**config.mk**
```make
export PLATFORM = sky130hd
export DESIGN_NAME = jtagstream_wb_bridge_flat
export DESIGN_NICKNAME = d
export VERILOG_FILES = /design/src/rtl/jtagstream_pkg.sv /design/src/rtl/jtagstream_wb_bridge_if.sv /design/src/rtl/jtagstream_timeout.sv /design/src/rtl/jtagstream_wb_bridge.sv /design/src/flat_wrapper.sv
export SDC_FILE = /design/constraint.sdc
export NUM_CORES = 1
export LEC_CHECK = 0
export BUFFER_PORTS_ARGS = -buffer_cell sky130_fd_sc_hd__buf_2
export CORE_ASPECT_RATIO = 0.8
export CORE_UTILIZATION = 30
export DETAILED_ROUTE_END_ITERATION = 8
export PLACE_DENSITY = 0.52
export SETUP_SLACK_MARGIN = 0.02
export SYNTH_ARGS = -nofsm -noshare
export SYNTH_HDL_FRONTEND = slang
export SYNTH_SLANG_ARGS = --single-unit
export TNS_END_PERCENT = 5
```
**constraint.sdc**
```tcl
create_clock -name sys_clk -period 6.5 [get_ports sys_clk]
set_clock_uncertainty 0.2 [all_clocks]
set_input_delay 0.975 -clock sys_clk [delete_from_list [all_inputs] [get_ports sys_clk]]
set_output_delay 0.975 -clock sys_clk [all_outputs]
set_load 0.02 [all_outputs]
```
**src/rtl/jtagstream_pkg.sv**
```systemverilog
// Shared constants and FSM state type for the JTAG-stream to Wishbone bridge.
package jtagstream_pkg;

   localparam logic [7:0]  CMD_WRITE  = 8'h01;
   localparam logic [7:0]  CMD_READ   = 8'h02;
   localparam int unsigned WORD_BYTES = 4;

   typedef enum logic [2:0] {
      ST_IDLE,
      ST_LEN,
      ST_ADDR,
      ST_WDATA,
      ST_WB_WR,
      ST_RD_REQ,
      ST_WB_RD,
      ST_TXD
   } state_t;

endpackage

```
**src/rtl/jtagstream_wb_bridge_if.sv**
```systemverilog
// Byte-stream (RX/TX) and Wishbone classic signals seen by the bridge.
interface jtagstream_wb_bridge_if #(
   parameter int unsigned ADDR_WIDTH = 30
) ();

   logic [7:0]            rx_data;
   logic                  rx_valid;
   logic                  rx_ready;
   logic [7:0]            tx_data;
   logic                  tx_valid;
   logic                  tx_ready;
   logic [ADDR_WIDTH-1:0] wb_adr;
   logic [31:0]           wb_dat_w;
   logic [31:0]           wb_dat_r;
   logic [3:0]            wb_sel;
   logic                  wb_cyc;
   logic                  wb_stb;
   logic                  wb_we;
   logic                  wb_ack;
   logic                  wb_err;

   modport master (
      input  rx_data, rx_valid, tx_ready, wb_dat_r, wb_ack, wb_err,
      output rx_ready, tx_data, tx_valid, wb_adr, wb_dat_w, wb_sel, wb_cyc, wb_stb, wb_we
   );

   modport slave (
      output rx_data, rx_valid, tx_ready, wb_dat_r, wb_ack, wb_err,
      input  rx_ready, tx_data, tx_valid, wb_adr, wb_dat_w, wb_sel, wb_cyc, wb_stb, wb_we
   );

endinterface

```
**src/rtl/jtagstream_timeout.sv**
```systemverilog
// Loadable down-counter: expired is raised on the LIMIT-th enabled cycle after a load.
module jtagstream_timeout #(
   parameter int unsigned LIMIT = 1024
) (
   input  logic clk,
   input  logic rst_n,
   input  logic load,
   input  logic en,
   output logic expired
);

   localparam int unsigned W = (LIMIT > 1) ? $clog2(LIMIT) : 1;

   logic [W-1:0] count;

   always_ff @(posedge clk or negedge rst_n) begin
      if (!rst_n) begin
         count <= W'(LIMIT - 1);
      end else if (load) begin
         count <= W'(LIMIT - 1);
      end else if (en && count != '0) begin
         count <= count - 1'b1;
      end
   end

   // A load in the expiry cycle (byte arriving just in time) wins.
   assign expired = en && !load && (count == '0);

endmodule

```
**src/rtl/jtagstream_wb_bridge.sv**
```systemverilog
// Decodes the LiteX UART-bridge protocol from the JTAG byte stream and masters Wishbone.
module jtagstream_wb_bridge #(
   parameter int unsigned ADDR_WIDTH = 30,
   parameter int unsigned RX_TIMEOUT = 1000000,
   parameter int unsigned WB_TIMEOUT = 1024
) (
   input  logic                   sys_clk,
   input  logic                   sys_rst_n,
   jtagstream_wb_bridge_if.master bus,
   output logic [7:0]             err_count
);

   import jtagstream_pkg::*;

   state_t      state, state_next;
   logic        is_write;
   logic [7:0]  len;
   logic [1:0]  byte_cnt;
   logic [23:0] addr_sr;
   logic [31:0] addr_full;
   logic [31:0] tx_shift;
   logic        rx_fire, tx_fire, last_byte;
   logic        rx_en, rx_load, rx_to_exp, wb_to_exp;
   logic        bus_phase, wb_done, wb_fail;
   logic        rx_ready_d, cyc_d, we_d, tx_valid_d;

   assign rx_fire   = bus.rx_valid && bus.rx_ready;
   assign tx_fire   = bus.tx_valid && bus.tx_ready;
   assign last_byte = (byte_cnt == 2'(WORD_BYTES - 1));
   assign addr_full = {addr_sr, bus.rx_data};
   assign bus_phase = (state == ST_WB_WR) || (state == ST_WB_RD);
   assign wb_done   = bus_phase && (bus.wb_ack || bus.wb_err || wb_to_exp);
   assign wb_fail   = wb_done && !bus.wb_ack;
   assign rx_en     = (state == ST_LEN) || (state == ST_ADDR) || (state == ST_WDATA);
   assign rx_load   = rx_fire || !rx_en;
   assign bus.tx_data = tx_shift[31:24];

   jtagstream_timeout #(.LIMIT(RX_TIMEOUT)) u_rx_timeout (
      .clk(sys_clk), .rst_n(sys_rst_n), .load(rx_load), .en(rx_en), .expired(rx_to_exp)
   );

   jtagstream_timeout #(.LIMIT(WB_TIMEOUT)) u_wb_timeout (
      .clk(sys_clk), .rst_n(sys_rst_n), .load(!bus.wb_cyc), .en(bus.wb_cyc), .expired(wb_to_exp)
   );

   // Outputs are registered from the next state so they read 0 while in reset.
   always_ff @(posedge sys_clk or negedge sys_rst_n) begin
      if (!sys_rst_n) begin
         state        <= ST_IDLE;
         bus.rx_ready <= 1'b0;
         bus.wb_cyc   <= 1'b0;
         bus.wb_stb   <= 1'b0;
         bus.wb_we    <= 1'b0;
         bus.wb_sel   <= '0;
         bus.tx_valid <= 1'b0;
      end else begin
         state        <= state_next;
         bus.rx_ready <= rx_ready_d;
         bus.wb_cyc   <= cyc_d;
         bus.wb_stb   <= cyc_d;
         bus.wb_we    <= we_d;
         bus.wb_sel   <= cyc_d ? '1 : '0;
         bus.tx_valid <= tx_valid_d;
      end
   end

   always_comb begin
      state_next = state;
      case (state)
         ST_IDLE:   if (rx_fire && (bus.rx_data == CMD_WRITE || bus.rx_data == CMD_READ))
                       state_next = ST_LEN;
         ST_LEN:    if (rx_fire) state_next = ST_ADDR;
         ST_ADDR:   if (rx_fire && last_byte)
                       state_next = (len == '0) ? ST_IDLE : (is_write ? ST_WDATA : ST_RD_REQ);
         ST_WDATA:  if (rx_fire && last_byte) state_next = ST_WB_WR;
         ST_WB_WR:  if (wb_done) state_next = (len == 8'd1) ? ST_IDLE : ST_WDATA;
         ST_RD_REQ: state_next = ST_WB_RD;
         ST_WB_RD:  if (wb_done) state_next = ST_TXD;
         ST_TXD:    if (tx_fire && last_byte) state_next = (len == 8'd1) ? ST_IDLE : ST_RD_REQ;
         default:   state_next = ST_IDLE;
      endcase
      if (rx_to_exp) state_next = ST_IDLE;
   end

   always_comb begin
      rx_ready_d = state_next inside {ST_IDLE, ST_LEN, ST_ADDR, ST_WDATA};
      cyc_d      = state_next inside {ST_WB_WR, ST_RD_REQ, ST_WB_RD};
      we_d       = (state_next == ST_WB_WR);
      tx_valid_d = (state_next == ST_TXD);
   end

   always_ff @(posedge sys_clk or negedge sys_rst_n) begin
      if (!sys_rst_n) begin
         is_write     <= 1'b0;
         len          <= '0;
         byte_cnt     <= '0;
         addr_sr      <= '0;
         tx_shift     <= '0;
         bus.wb_adr   <= '0;
         bus.wb_dat_w <= '0;
         err_count    <= '0;
      end else begin
         case (state)
            ST_IDLE: begin
               byte_cnt <= '0;
               if (rx_fire) is_write <= (bus.rx_data == CMD_WRITE);
            end
            ST_LEN:  if (rx_fire) len <= bus.rx_data;
            ST_ADDR: if (rx_fire) begin
               addr_sr  <= addr_full[23:0];
               byte_cnt <= byte_cnt + 1'b1;
               if (last_byte) bus.wb_adr <= ADDR_WIDTH'(addr_full >> 2);
            end
            ST_WDATA: if (rx_fire) begin
               bus.wb_dat_w <= {bus.wb_dat_w[23:0], bus.rx_data};
               byte_cnt     <= byte_cnt + 1'b1;
            end
            ST_WB_WR: if (wb_done) begin
               bus.wb_adr <= bus.wb_adr + 1'b1;
               len        <= len - 1'b1;
            end
            ST_WB_RD: if (wb_done) tx_shift <= bus.wb_ack ? bus.wb_dat_r : '1;
            ST_TXD: if (tx_fire) begin
               tx_shift <= {tx_shift[23:0], 8'h00};
               byte_cnt <= byte_cnt + 1'b1;
               if (last_byte) begin
                  bus.wb_adr <= bus.wb_adr + 1'b1;
                  len        <= len - 1'b1;
               end
            end
            default: ;
         endcase
         if (wb_fail && err_count != 8'hFF) err_count <= err_count + 1'b1;
      end
   end

endmodule

```
**src/flat_wrapper.sv**
```systemverilog
// flat-port wrapper written by rule: the top's interface ports become plain ports
module jtagstream_wb_bridge_flat import jtagstream_pkg::*;
#(
   parameter int unsigned ADDR_WIDTH = 30,
   parameter int unsigned RX_TIMEOUT = 1000000,
   parameter int unsigned WB_TIMEOUT = 1024
)
  (sys_clk, sys_rst_n, err_count, bus_rx_data, bus_rx_valid, bus_tx_ready, bus_wb_dat_r, bus_wb_ack, bus_wb_err, bus_rx_ready, bus_tx_data, bus_tx_valid, bus_wb_adr, bus_wb_dat_w, bus_wb_sel, bus_wb_cyc, bus_wb_stb, bus_wb_we);
  jtagstream_wb_bridge_if #(.ADDR_WIDTH(ADDR_WIDTH)) bus_i ();
  input  logic sys_clk;
  input  logic sys_rst_n;
  output logic [7:0] err_count;
  input wire logic [$bits(bus_i.rx_data)-1:0] bus_rx_data;
  input wire logic [$bits(bus_i.rx_valid)-1:0] bus_rx_valid;
  input wire logic [$bits(bus_i.tx_ready)-1:0] bus_tx_ready;
  input wire logic [$bits(bus_i.wb_dat_r)-1:0] bus_wb_dat_r;
  input wire logic [$bits(bus_i.wb_ack)-1:0] bus_wb_ack;
  input wire logic [$bits(bus_i.wb_err)-1:0] bus_wb_err;
  output wire logic [$bits(bus_i.rx_ready)-1:0] bus_rx_ready;
  output wire logic [$bits(bus_i.tx_data)-1:0] bus_tx_data;
  output wire logic [$bits(bus_i.tx_valid)-1:0] bus_tx_valid;
  output wire logic [$bits(bus_i.wb_adr)-1:0] bus_wb_adr;
  output wire logic [$bits(bus_i.wb_dat_w)-1:0] bus_wb_dat_w;
  output wire logic [$bits(bus_i.wb_sel)-1:0] bus_wb_sel;
  output wire logic [$bits(bus_i.wb_cyc)-1:0] bus_wb_cyc;
  output wire logic [$bits(bus_i.wb_stb)-1:0] bus_wb_stb;
  output wire logic [$bits(bus_i.wb_we)-1:0] bus_wb_we;
  assign bus_i.rx_data = bus_rx_data;
  assign bus_i.rx_valid = bus_rx_valid;
  assign bus_i.tx_ready = bus_tx_ready;
  assign bus_i.wb_dat_r = bus_wb_dat_r;
  assign bus_i.wb_ack = bus_wb_ack;
  assign bus_i.wb_err = bus_wb_err;
  assign bus_rx_ready = bus_i.rx_ready;
  assign bus_tx_data = bus_i.tx_data;
  assign bus_tx_valid = bus_i.tx_valid;
  assign bus_wb_adr = bus_i.wb_adr;
  assign bus_wb_dat_w = bus_i.wb_dat_w;
  assign bus_wb_sel = bus_i.wb_sel;
  assign bus_wb_cyc = bus_i.wb_cyc;
  assign bus_wb_stb = bus_i.wb_stb;
  assign bus_wb_we = bus_i.wb_we;
  jtagstream_wb_bridge #(.ADDR_WIDTH(ADDR_WIDTH), .RX_TIMEOUT(RX_TIMEOUT), .WB_TIMEOUT(WB_TIMEOUT)) u_core (.sys_clk(sys_clk), .sys_rst_n(sys_rst_n), .bus(bus_i), .err_count(err_count));
endmodule
```
==> impl_metrics.csv, run 1 <==
group,metric,value,unit
floorplanning,die-area,30100,um^2
min_path,holdPathEnd,"u_core.tx_shift[1]$_DFFE_PN0P_",
power,static-leakage-power,0.00476,uW
floorplanning,floorplan.core_area,28600,um^2
cts,clkLatencyLatePin,430,ps
yosys,yosysSeqAreaShare,0.497,
setup_path,crit_path_max_fanout,32,
sta,max-slew-margin-rel,0.199,
route,detail_route.vias_per_cell,5.14,
sta,hold_viol,0,
grt,grt.total_usage,0.156,
place,pre_cts_ws,3210,ps
setup_path,critical-path-slowest-cell,"nand3_1",
yosys,syn_area_per_cell,10.1,um^2
cts,clk_pin_slew,70,ps
cts,cts_buffer_depth,2,
sta,grt_setup_unrepaired,"no",
grt,grt_max_degree,94,
sta,achievable-frequency,0.310,GHz
cts,cts.htree.levels,4,
route,drtPass1Iterations,4,
sta,timing.final.crit_share,0.497,
power,power-per-cell-area,238,nW/um^2
min_path,worst_hold_path_type,"reg2reg",
setup_path,cp_slowest_stage_delay,950,ps
sta,worst_slew_pin_slew,1190,ps
grt,first_global_vias,6828,
layout,net_total_in_the_final_layout,1023,
job,cap_violations,0,
yosys,yosys_warnings,0,
route,ant_nets,0,
yosys,synthesis.area,8820,um^2
floorplanning,die_x,194,um
cts,post-cts-setup-buffers,0,
sta,drv_slew,0,
sta,layout_min_cycle_time,3230,ps
setup_path,r2r-start,"u_core.state[1]$_DFF_PN0_",
layout,leading_cell_type_in_the_layout_fill_and_taps_excluded,"dfrtp_1",
floorplanning,site_rows,55,
route,detailedRoute.firstIterationViolations,594,
setup_path,crit_path_cell_trace,"nand3_1 -> o22ai_1 -> a21oi_1 -> mux2i_1 -> a21oi_1",
route,drt-total-wl,22700,um
cts,numClockSinks,174,
yosys,synthesized_instance_count,874,
layout,layout-area-overhead-vs-synth,17.0,%
setup_path,worst_r2r_endpoint,"u_core.len[7]$_DFFE_PN0P_",
sta,final.setup.worst_slack,3270,ps
grt,grt_overflow_total,0,
power,peakVddDrop,0.175,mV
cts,postCtsResizedCells,0,
route,avgRoutedWirePerCell,16.8,um
layout,share_of_final_layout_standard_cells_stronger_than_drive_strength_1,0.276,
min_path,hp-start,"u_core.tx_shift[1]$_DFFE_PN0P_",
grt,grt_first_pass_wirelength,37400,um
cts,cts_hold_buf,0,
cts,cts_made_buffers,17,
place,post-place-cells,1319,
layout,insertedDiodeCount,0,
setup_path,crit_top_cell,"a21oi_1",
setup_path,crit_required,6590,ps
setup_path,arrival_worst_endpoint,3310,ps
floorplanning,start_util,0.309,
setup_path,ff2ff_setup_slack,3270,ps
yosys,ys.flop_type,"dfrtp_1",
place,global_placer_s_final_weighted_congestion,0.807,
cts,ctsRootBufferMaster,"clkbuf_16",
run_status,outcome,"finished, final reports clean",
cts,tritoncts,"built",
min_path,worstHoldPathCells,2,
yosys,synth.ff_latch_count,174,
power,power.total,2460,uW
setup_path,criticalPathCategory,"reg2reg",
route,vias,6948,
layout,layoutNonFillerInstCount,1351,
layout,finalCoreUtilization,0.361,
sta,fin_tns_setup,0,ps
yosys,postSynth.asyncResetShare,1.00,
setup_path,setup.worst_path.start_class,"flop",
setup_path,worstSetupEndpointType,"flop",
place,io_buffers,132,
setup_path,reg2reg_depth,5,
yosys,synth-edff-count,0,
grt,antenna_found_initial,0,
route,detail_route.drc_violations,0,
floorplanning,design.portCount,133,
yosys,yosys.cell_types.count,70,
place,place_hpwl,15200,um
yosys,synth_nets,929,
sta,setup_viol,0,
floorplanning,fp.dieH,155,um
layout,mostFrequentLayoutCells,"dfrtp_1, buf_2, nand2_1, o21ai_0, mux2_2",
-- through the flow --
step / hold WS, ps / cell area [um^2]
finish: 273 / 10300
global route: 296 / 10300
CTS: 280 / 10300
detailed placement: 265 / 9720
global placement: 257 / 9720
floorplan: 245 / 8820
-- where the power goes --
group / internal, uW / switching (uW)
Clock: 615 / 446
Combinational: 89.3 / 135
Sequential: 1120 / 52.2
-- cell usage after synthesis, types with 12 or more instances --
cell type,n,area share
inv_1,17,0.0072
dfstp_2,22,0.066
a21oi_1,39,0.022
nand2_1,90,0.038
xor2_1,12,0.012
buf_2,15,0.0085
clkbuf_1,32,0.014
nand3_1,32,0.018
dfrtp_1,152,0.43
and3_1,15,0.011
o21ai_0,83,0.047
or3_1,28,0.020
mux2_2,58,0.074
xnor2_1,18,0.018
buf_4,13,0.011
nand4_1,19,0.013
nor3_1,15,0.0085
nor2_1,50,0.021
a2bb2oi_1,15,0.015
-- flip-flops by register name, summed over array words and instances, names as in the netlist, 3 cells and up --
signal and count:
u_core.err_count 8, u_core.addr_sr 24, u_core.bus.wb_adr 30, u_core.len 8
u_core.tx_shift 32, u_core.u_rx_timeout.count 20, u_core.bus.wb_dat_w 32, u_core.state 3
u_core.u_wb_timeout.count 10
-- critical path, delay by kind of cell (launching register included) --
family | cells | cell delay, ps
AO/OA/AOI/OAI | 3 | 1080
AND/OR/NAND/NOR | 1 | 950
flip-flops | 1 | 600
multiplexers | 1 | 260
-- area by class of cell --
| type | count | area (um^2) |
|---|---|---|
| timing repair buffer | 139 | 732 |
| inverter | 17 | 63.8 |
| fill | 2875 | 18200 |
| clock inverter | 11 | 144 |
| tap | 370 | 463 |
| clock buffer | 21 | 450 |
| sequential | 174 | 4380 |
| multi-input combinational | 619 | 4080 |
-- worst max path at each step --
stage / startpoint / endpoint / slack (ps) / depth (start not counted)
2_1_floorplan: bus_rx_valid / u_core.bus.wb_adr[2]$_DFFE_PN0P_ / 4090 / 6
3_3_place_gp: u_core.state[1]$_DFF_PN0_ / u_core.len[7]$_DFFE_PN0P_ / 3330 / 5
3_5_place_dp: u_core.state[1]$_DFF_PN0_ / u_core.len[7]$_DFFE_PN0P_ / 3210 / 5
4_1_cts: u_core.state[1]$_DFF_PN0_ / u_core.len[7]$_DFFE_PN0P_ / 3200 / 5
5_1_grt: u_core.state[1]$_DFF_PN0_ / u_core.len[7]$_DFFE_PN0P_ / 2880 / 5
6_report: u_core.state[1]$_DFF_PN0_ / u_core.len[7]$_DFFE_PN0P_ / 3270 / 5
-- metal layers --
layer  vias to the layer above  wire [um]  global-route usage
li1                       3389          -                   -
met1                      3408      11900               0.227
met2                       138       9720               0.233
met3                        13        877              0.0340
met4                         0        214              0.0430
met5                         -          0                   0
-- kinds of logic after synthesis --
logic type | synth area share
compound gates | 0.160
mux | 0.0798
xor+xnor | 0.0298
simple gates | 0.179
buf+inv | 0.0421
fa+ha+maj | 0.0128
flops | 0.497
(Power assumes the default switching activity.)
==> run 2: changes to the inputs <==
==> constraint.sdc (replaced) <==
create_clock -name sys_clk -period 3.15 [get_ports sys_clk]
set_clock_uncertainty 0.2 [all_clocks]
set_input_delay 0.4725 -clock sys_clk [delete_from_list [all_inputs] [get_ports sys_clk]]
set_output_delay 0.4725 -clock sys_clk [all_outputs]
set_load 0.02 [all_outputs]
==> run 2 against run 1 <==
  * Global-route usage rose by 0.67 points
  * Critical path type unchanged
  * Sequential cell count unchanged
  * Cell count increased by 1.3%
  * Combinational power grew 120%
  * Largest power group unchanged
  * Clock power is 110% higher
  * Final area grew 1.8%
  * Via count up 1.6%
==> impl_metrics.csv, run 2 (synthesized netlist as in run 1, its figures left out) <==
group,metric,value,unit
cts,numClockSinks,174,
layout,reg.largest.list,"u_core.bus.wb_dat_w x32, u_core.tx_shift x32, u_core.bus.wb_adr x30",
cts,ctsRootBufferMaster,"clkbuf_16",
setup_path,cp_slowest_stage_delay,560,ps
layout,share_of_final_layout_standard_cells_stronger_than_drive_strength_1,0.289,
place,io_buffers,132,
place,global_placer_s_final_weighted_congestion,0.784,
setup_path,setup.worst_path.start_class,"flop",
power,peakVddDrop,0.414,mV
setup_path,worstSetupEndpointType,"flop",
layout,finalCoreUtilization,0.368,
power,power-per-cell-area,492,nW/um^2
job,cap_violations,0,
route,ant_nets,0,
layout,insertedDiodeCount,0,
cts,cts_buffer_depth,2,
sta,max-slew-margin-rel,0.433,
sta,worst_slew_pin_slew,850,ps
cts,clkLatencyLatePin,440,ps
floorplanning,floorplan.core_area,28600,um^2
route,detailedRoute.firstIterationViolations,450,
sta,grt_setup_unrepaired,"no",
min_path,worstHoldPathCells,3,
floorplanning,fp.dieH,155,um
setup_path,ff2ff_setup_slack,400,ps
setup_path,reg2reg_depth,8,
grt,antenna_found_initial,0,
layout,final_design_area_no_fill,10500,um^2
place,post-place-cells,1336,
min_path,worst_hold_path_type,"in2reg",
setup_path,critical-path-slowest-cell,"a311oi_1",
cts,tritoncts,"built",
sta,timing.final.crit_share,0.873,
layout,leading_cell_type_in_the_layout_fill_and_taps_excluded,"dfrtp_1",
cts,cts_made_buffers,17,
setup_path,criticalPathCategory,"reg2reg",
route,drt-total-wl,23700,um
layout,layoutNonFillerInstCount,1369,
layout,net_total_in_the_final_layout,1041,
floorplanning,die_x,194,um
sta,layout_min_cycle_time,2750,ps
floorplanning,design.portCount,133,
setup_path,crit_path_max_fanout,32,
sta,setup_viol,0,
route,detail_route.drc_violations,0,
layout,mostFrequentLayoutCells,"dfrtp_1, buf_2, nand2_1, o21ai_0, mux2_2",
grt,grt_overflow_total,0,
place,place_hpwl,15900,um
floorplanning,site_rows,55,
floorplanning,start_util,0.309,
power,power.total,5160,uW
route,drtPass1Iterations,5,
sta,fin_tns_setup,0,ps
route,avgRoutedWirePerCell,17.3,um
power,static-leakage-power,0.00486,uW
cts,cts.htree.levels,4,
place,dpl_cell_area,9880,um^2
sta,drv_slew,0,
setup_path,crit_path_cell_trace,"inv_1 -> ha_1 -> and3b_1 -> a311oi_1 -> a211o_1 -> buf_4 -> a21oi_1 -> o22a_1",
route,detail_route.vias_per_cell,5.16,
sta,achievable-frequency,0.364,GHz
grt,grt_first_pass_wirelength,38800,um
grt,grt.total_usage,0.163,
run_status,outcome,"finished, final reports clean",
setup_path,arrival_worst_endpoint,2870,ps
grt,first_global_vias,6829,
cts,post-cts-setup-buffers,0,
grt,grt_max_degree,68,
layout,layout-area-overhead-vs-synth,19.1,%
setup_path,crit_required,3270,ps
floorplanning,die-area,30100,um^2
sta,hold_viol,0,
route,vias,7060,
cts,clk_pin_slew,70,ps
run 2: per-layer routing:
metal  share of wire  global-route usage
met4           0.011              0.0419
met2            0.41               0.227
met3           0.039              0.0388
met5               0                   0
met1            0.54               0.248
run 2: path summary, 6_finish.rpt:
path / start / to
setup / recovery: u_core.u_wb_timeout.count[0]$_DFFE_PN1P_ / u_core.bus.wb_adr[3]$_DFFE_PN0P_
hold / removal: bus_wb_dat_r[6] / u_core.tx_shift[6]$_DFFE_PN0P_
setup reg to reg: u_core.u_wb_timeout.count[0]$_DFFE_PN1P_ / u_core.bus.wb_adr[3]$_DFFE_PN0P_
hold reg to reg: u_core.tx_shift[29]$_DFFE_PN0P_ / u_core.tx_shift[29]$_DFFE_PN0P_
max in group asynchronous: sys_rst_n / u_core.u_wb_timeout.count[7]$_DFFE_PN1P_
min in group asynchronous: sys_rst_n / u_core.bus.wb_dat_w[29]$_DFFE_PN0P_
run 2: cell type report:
type	count	area (um^2)
clock inverters	11	158
inverters	17	63.8
multi-input cells	619	4080
flip-flops and latches	174	4380
clock buffers	21	460
fillers	2886	18100
repair buffers	157	895
well taps	370	463
run 2: worst max-delay path: cells and delay by family (launching register included):
| kind | cells | cell delay, ps |
|---|---|---|
| buffers and inverters | 2 | 400 |
| adder cells (fa/ha/maj) | 1 | 210 |
| AO/OA/AOI/OAI | 4 | 1050 |
| flip-flops | 1 | 550 |
| AND/OR/NAND/NOR | 1 | 200 |
run 2: repair_timing:
item                      4_1_cts  5_1_grt
resized for setup               0        0
hold buffers                    1        0
hold endpoints to repair       47        0
run 2: power by group:
part           total (uW)  internal, uW  switching [uW]
Combinational         498           193             305
Sequential           2410          2310            95.9
Clock                2260          1300             957
Total                5160          3810            1360
run 2: metrics by stage:
step	hold slack, ps	worst slack [ps]
final	117	400
after global routing	117	190
after CTS	105	407
after detailed placement	265	418
after global placement	259	446
after floorplan	-23.1	740
